File: config.mk
export PLATFORM = sky130hd
export DESIGN_NAME = bar_update_scheduler
export DESIGN_NICKNAME = d
export VERILOG_FILES = /design/src/rtl/bar_update_scheduler.sv
export SDC_FILE = /design/constraint.sdc
export NUM_CORES = 1
export LEC_CHECK = 0
export ABC_AREA = 1
export BUFFER_PORTS_ARGS = -buffer_cell sky130_fd_sc_hd__buf_2
export CORE_MARGIN = 2
export CORE_UTILIZATION = 40
export CTS_CLUSTER_SIZE = 40
export DETAILED_ROUTE_END_ITERATION = 7
export RECOVER_POWER = 25
export SETUP_SLACK_MARGIN = 0.3
export SLEW_MARGIN = 20
export SYNTH_ARGS = -nofsm -noshare
export SYNTH_HDL_FRONTEND = slang
export SYNTH_SLANG_ARGS = --single-unit
File: constraint.sdc
create_clock -name i_clk -period 2.2 [get_ports i_clk]
set_clock_uncertainty 0.2 [all_clocks]
set_input_delay 0.22 -clock i_clk [delete_from_list [all_inputs] [get_ports i_clk]]
set_output_delay 0.22 -clock i_clk [all_outputs]
set_load 0.02 [all_outputs]
File: src/rtl/bar_update_scheduler.sv
// Queues bar-position commands from the custom-instruction port and applies them
// to the bar coordinate registers only while the display is in vertical blanking.
module bar_update_scheduler #(
    parameter int FIFO_DEPTH = 4,
    parameter int BAR_H      = 100,
    parameter int SCREEN_H   = 600,
    parameter int Y_RESET    = 250
) (
    input  logic        i_clk,
    input  logic        i_rst,
    input  logic        i_start,
    input  logic [31:0] i_dataa,
    output logic        o_done,
    output logic [31:0] o_result,
    input  logic        i_vblank,
    output logic [9:0]  o_ybar1,
    output logic [9:0]  o_ybar2,
    output logic        o_frame_tick
);

    localparam int          PW    = $clog2(FIFO_DEPTH);
    localparam int          CW    = PW + 1;
    localparam logic [9:0]  Y_MAX = 10'(SCREEN_H - BAR_H);
    localparam logic [9:0]  Y_RST = 10'(Y_RESET);

    typedef enum logic {IDLE, DRAIN} state_e;

    state_e          state_q, state_d;
    logic [10:0]     mem_q [FIFO_DEPTH];
    logic [PW-1:0]   wrPtr_q, rdPtr_q;
    logic [CW-1:0]   count_q, count_d;
    logic            ovf_q, ovf_d;
    logic            done_q;
    logic [31:0]     result_q, result_d;
    logic [9:0]      ybar1_q, ybar2_q;
    logic            vblank_q, tick_q;

    logic            cmdWrite, cmdRead, full, empty;
    logic            pushEn, popEn, dropEn;
    logic [10:0]     popEntry;
    logic [9:0]      popY;
    logic            unusedDataBits;

    assign unusedDataBits = ^i_dataa[30:11];

    assign cmdWrite = i_start && !i_dataa[31];
    assign cmdRead  = i_start &&  i_dataa[31];
    assign full     = (count_q == CW'(FIFO_DEPTH));
    assign empty    = (count_q == '0);

    // A pop frees a slot in the same cycle, so a write to a full queue is still accepted then.
    assign pushEn   = cmdWrite && (!full || popEn);
    assign dropEn   = cmdWrite && !pushEn;

    assign popEntry = mem_q[rdPtr_q];
    assign popY     = (popEntry[9:0] > Y_MAX) ? Y_MAX : popEntry[9:0];

    // The edge that leaves IDLE already pops, so the first update lands on the first blanking edge.
    always_comb begin
        state_d = state_q;
        popEn   = 1'b0;
        case (state_q)
            IDLE: begin
                if (i_vblank && !empty) begin
                    popEn   = 1'b1;
                    state_d = DRAIN;
                end
            end
            DRAIN: begin
                if (!i_vblank || empty) begin
                    state_d = IDLE;
                end else begin
                    popEn = 1'b1;
                    if (count_q == CW'(1) && !pushEn) begin
                        state_d = IDLE;
                    end
                end
            end
            default: state_d = IDLE;
        endcase
    end

    always_comb begin
        count_d = count_q;
        if (pushEn && !popEn) begin
            count_d = count_q + CW'(1);
        end else if (popEn && !pushEn) begin
            count_d = count_q - CW'(1);
        end
    end

    // A drop in the same cycle as a status read leaves the sticky flag set.
    always_comb begin
        ovf_d    = ovf_q;
        result_d = '0;
        if (dropEn) begin
            ovf_d    = 1'b1;
            result_d = 32'd1;
        end else if (cmdRead) begin
            ovf_d    = 1'b0;
            result_d = {5'b0, ovf_q, full, 5'(count_q), ybar2_q, ybar1_q};
        end
    end

    always_ff @(posedge i_clk) begin
        if (pushEn) begin
            mem_q[wrPtr_q] <= {i_dataa[10], i_dataa[9:0]};
        end
    end

    always_ff @(posedge i_clk or posedge i_rst) begin
        if (i_rst) begin
            state_q  <= IDLE;
            wrPtr_q  <= '0;
            rdPtr_q  <= '0;
            count_q  <= '0;
            ovf_q    <= 1'b0;
            done_q   <= 1'b0;
            result_q <= '0;
            ybar1_q  <= Y_RST;
            ybar2_q  <= Y_RST;
            vblank_q <= 1'b0;
            tick_q   <= 1'b0;
        end else begin
            state_q  <= state_d;
            count_q  <= count_d;
            ovf_q    <= ovf_d;
            done_q   <= i_start;
            result_q <= result_d;
            vblank_q <= i_vblank;
            tick_q   <= i_vblank && !vblank_q;
            if (pushEn) begin
                wrPtr_q <= wrPtr_q + PW'(1);
            end
            if (popEn) begin
                rdPtr_q <= rdPtr_q + PW'(1);
                if (popEntry[10]) begin
                    ybar2_q <= popY;
                end else begin
                    ybar1_q <= popY;
                end
            end
        end
    end

    assign o_done       = done_q;
    assign o_result     = result_q;
    assign o_ybar1      = ybar1_q;
    assign o_ybar2      = ybar2_q;
    assign o_frame_tick = tick_q;

endmodule

==> flow_metrics.tcl <==
set metrics [dict create \
    grt_setup_unrepaired "true" \
    nNetsFinal 544 \
    area_growth_syn_to_layout_pct 33.66 \
    vdd.ir_drop.worst_uv 433.7 \
    avgRoutedWirePerCell_um 12.69 \
    clock_sinks 100 \
    post-place-cells 586 \
    yosys-top-cells-area "sky130_fd_sc_hd__edfxtp_1, sky130_fd_sc_hd__dfrtp_1, sky130_fd_sc_hd__nand2_1" \
    antenna-diode-count 0 \
    timing.setup.critical_path_class "reg -> reg" \
    portBuffers 62 \
    synthesis.instances 388 \
    timing.critical_path.required_ps 2260 \
    insertion_delay_ps 360 \
    crit_arrival_ps 2010 \
    synth.top_cell.area_share 0.3237 \
    synth.yosys.warnings 0 \
    powerDensity_mw_per_mm2 1270 \
    slowest_delay_ps 410 \
    post_route_cells_drive_above_1_share 0.3564 \
    max-cap-violations 0 \
    fin_total_pwr_mw 6.928 \
    die_height_um 105.0 \
    synth_seq_area_share 0.6708 \
    synth.cell_area_mm2 0.004081 \
    timing.final.crit_share 0.8855 \
    class_of_the_tightest_hold_or_removal_check "in -> reg" \
    cp_slowest_cell "sky130_fd_sc_hd__dfrtp_1" \
    critPathMaxFanout 3 \
    via_per_inst 4.359 \
    first_global_vias 2637 \
    core-area_mm2 0.009819 \
    cts.root.buffer_cell "sky130_fd_sc_hd__clkbuf_8" \
    gr-max-usage-layer "met2" \
    detailed_place_hpwl_um 5180 \
    final-max-slew-violation-count 0 \
    grt_first_pass_wirelength_um 12560 \
    synthesis.area_per_instance_um2 10.52 \
    startpoint_type "flip-flop" \
    antenna_violating_nets_post_route 0 \
    yosys.cell_types.count 27 \
    final-hold-violation-count 0 \
    global_route.overflow_total 0 \
    clk_path_buf_depth 2 \
    htree_num_levels 3 \
    final_period_minus_worst_setup_slack_ps 1948 \
    cts-buffers-inserted 9 \
    worst_setup_path_end_kind "flip-flop" \
    dieWidth_um 105.0 \
    cellLeakagePower_nw 2.638 \
    drt_first_iter_violations 88 \
    grt_util_met2 0.2458 \
    number_of_iterations_in_the_first_detailed_routing_pass 4 \
    boundaryPins 90 \
    fin_setup_tns_ps 0 \
    fp.dieArea_mm2 0.01103 \
    dr_total_vias 2781 \
    worst_setup_hold_path_clk_slew_ps 100 \
    groute.layer.met3.usage 0.02433 \
    grt.total_usage 0.1458 \
    wirelength_um 8094 \
    drc 0 \
    max_clock_freq_mhz 513.3 \
    initial_antenna_violation_count 0 \
    finalWeightedCongestion 0.7280 \
    count_of_endpoints_failing_setup_in_the_final_report 0 \
    globalRouteMet1Util 0.1842 \
    run_status "finished clean" \
    crit_top_cell "sky130_fd_sc_hd__ha_4" \
    yosysTopAreaCell "sky130_fd_sc_hd__edfxtp_1" \
    largest_net_degree_at_the_start_of_global_routing 57 \
    timing.critical_path.cells "inv_2 > ha_4 > nand2_4 > nor2_4 > nor3_4 > buf_6 > ha_4 > nor2_1 > o21ai_1 > xor2_1 > inv_1" \
    rows 36 \
    tritoncts "built" \
    initial_utilization 0.4156 \
    instances_no_fill 638 \
    register_bit_count_reported_by_yosys 100 \
]
## routing by layer
| layer | vias up | wire [um] |
|---|---|---|
| li1 | 1408 | - |
| met1 | 1298 | 3720 |
| met2 | 63 | 3971 |
| met3 | 12 | 282 |
| met4 | 0 | 119 |
| met5 | - | 0 |
## layout make-up
class	instances	area (um2)
Timing Repair inverter	2	17.52
Timing Repair Buffer	112	829.5
Clock inverter	2	13.76
Inverter	65	264.0
Tap cell	133	166.4
Clock buffer	14	195.2
Multi-Input combinational cell	210	1227
Sequential cell	100	2741
Fill cell	868	4364
## kinds of logic after synthesis
group | Yosys count | share of synthesized area
AND/OR/NAND/NOR | 178 | 0.1830
XOR/XNOR | 6 | 0.01288
flip-flops | 100 | 0.6708
buffers and inverters | 84 | 0.09105
AO/OA/AOI/OAI | 11 | 0.01686
other | 1 | 0.0009188
adder cells (fa/ha/maj) | 8 | 0.02453
## critical path, delay by kind of cell (launching register included)
| kind | cells | cell delay (ps) |
|---|---|---|
| flops | 1 | 410 |
| compound gates | 1 | 80 |
| simple gates | 4 | 350 |
| buf+inv | 3 | 260 |
| xor+xnor | 1 | 170 |
| fa+ha+maj | 2 | 380 |
## path summary, 6_finish.rpt
| check | start | end | slack (ps) | cells past startpoint |
|---|---|---|---|---|
| min in group asynchronous | i_rst | o_done | 270 | 4 |
| min | i_dataa[31] | o_result[3] | 120 | 3 |
| max in group asynchronous | i_rst | o_ybar2[5] | 1210 | 4 |
| min reg2reg | vblank_q | o_frame_tick | 220 | 1 |
| max reg2reg | count_q[0] | count_q[2] | 250 | 11 |
| max | count_q[0] | count_q[2] | 250 | 11 |
## registers in the layout (all words and copies together), names as in the netlist, 2 cells and up
register and cells:
o_ybar2 10, rdPtr_q 2, o_ybar1 10, count_q 3, mem_q 44, wrPtr_q 2
o_result 25
## power breakdown
group	switching (mW)	internal [mW]	leakage [nW]
combinational	1.79	1.28	1.44
sequential	0.265	2.41	1.10
clock	0.603	0.583	0.104
## cell usage in the layout, fill, tap and decap left out, types with 3 or more instances in the layout
cell / n
sky130_fd_sc_hd__nand2_1: 84
sky130_fd_sc_hd__inv_1: 57
sky130_fd_sc_hd__buf_2: 55
sky130_fd_sc_hd__edfxtp_1: 44
sky130_fd_sc_hd__dfrtp_1: 43
sky130_fd_sc_hd__nor2_1: 29
sky130_fd_sc_hd__nand2_2: 24
sky130_fd_sc_hd__buf_4: 23
sky130_fd_sc_hd__dlygate4sd3_1: 15
sky130_fd_sc_hd__dfstp_2: 12
sky130_fd_sc_hd__nand3_1: 10
sky130_fd_sc_hd__nand3_2: 10
sky130_fd_sc_hd__clkbuf_8: 10
sky130_fd_sc_hd__clkbuf_1: 9
sky130_fd_sc_hd__conb_1: 7
sky130_fd_sc_hd__nand4_1: 6
sky130_fd_sc_hd__ha_1: 6
sky130_fd_sc_hd__buf_12: 6
sky130_fd_sc_hd__nor2_4: 5
sky130_fd_sc_hd__xor2_1: 5
sky130_fd_sc_hd__nand3_4: 4
sky130_fd_sc_hd__inv_2: 4
sky130_fd_sc_hd__inv_4: 4
sky130_fd_sc_hd__buf_6: 4
sky130_fd_sc_hd__o21ai_0: 3
sky130_fd_sc_hd__o21ai_1: 3
sky130_fd_sc_hd__clkbuf_16: 3
## cell usage after synthesis
cell type	count
sky130_fd_sc_hd__nand3_2	4
sky130_fd_sc_hd__o211ai_1	2
sky130_fd_sc_hd__xnor2_1	1
sky130_fd_sc_hd__nor2_1	36
sky130_fd_sc_hd__conb_1	1
sky130_fd_sc_hd__nand3_1	20
sky130_fd_sc_hd__clkbuf_1	2
sky130_fd_sc_hd__o21ai_1	2
sky130_fd_sc_hd__buf_6	2
sky130_fd_sc_hd__nand2_2	1
sky130_fd_sc_hd__ha_1	8
sky130_fd_sc_hd__inv_1	60
sky130_fd_sc_hd__o21ai_0	4
sky130_fd_sc_hd__a21oi_2	1
sky130_fd_sc_hd__buf_4	9
sky130_fd_sc_hd__edfxtp_1	44
sky130_fd_sc_hd__dfrtp_1	44
sky130_fd_sc_hd__dfstp_2	12
sky130_fd_sc_hd__nor3_2	1
sky130_fd_sc_hd__nand4_1	6
sky130_fd_sc_hd__a32o_1	1
sky130_fd_sc_hd__a21oi_1	1
sky130_fd_sc_hd__xor2_1	5
sky130_fd_sc_hd__and2_1	2
sky130_fd_sc_hd__buf_2	6
sky130_fd_sc_hd__nand2_1	108
sky130_fd_sc_hd__inv_2	5
## what timing repair did
item / 4_1_cts / 5_1_grt
endpoints found under the hold margin: 104 / 0
setup endpoints to repair: 47 / 63
setup buffers: 7 / 11
pin swaps: 1 / 29
resized for setup: 4 / 58
hold buffers: 15 / 0
gates cloned: 0 / 3
## per-stage QoR
step,setup slack [ps],area (um2),util,hold WS [ps]
2_1_floorplan,276.5,4158,-,51.43
3_3_place_gp,149.3,4702,0.4788,86.23
3_5_place_dp,82.34,4702,0.4788,90.71
4_1_cts,286.3,5141,0.5236,106.6
5_1_grt,145.0,5455,0.5556,140.3
6_report,251.8,5455,0.5556,115.9
Power figures use the tool's default switching activity.
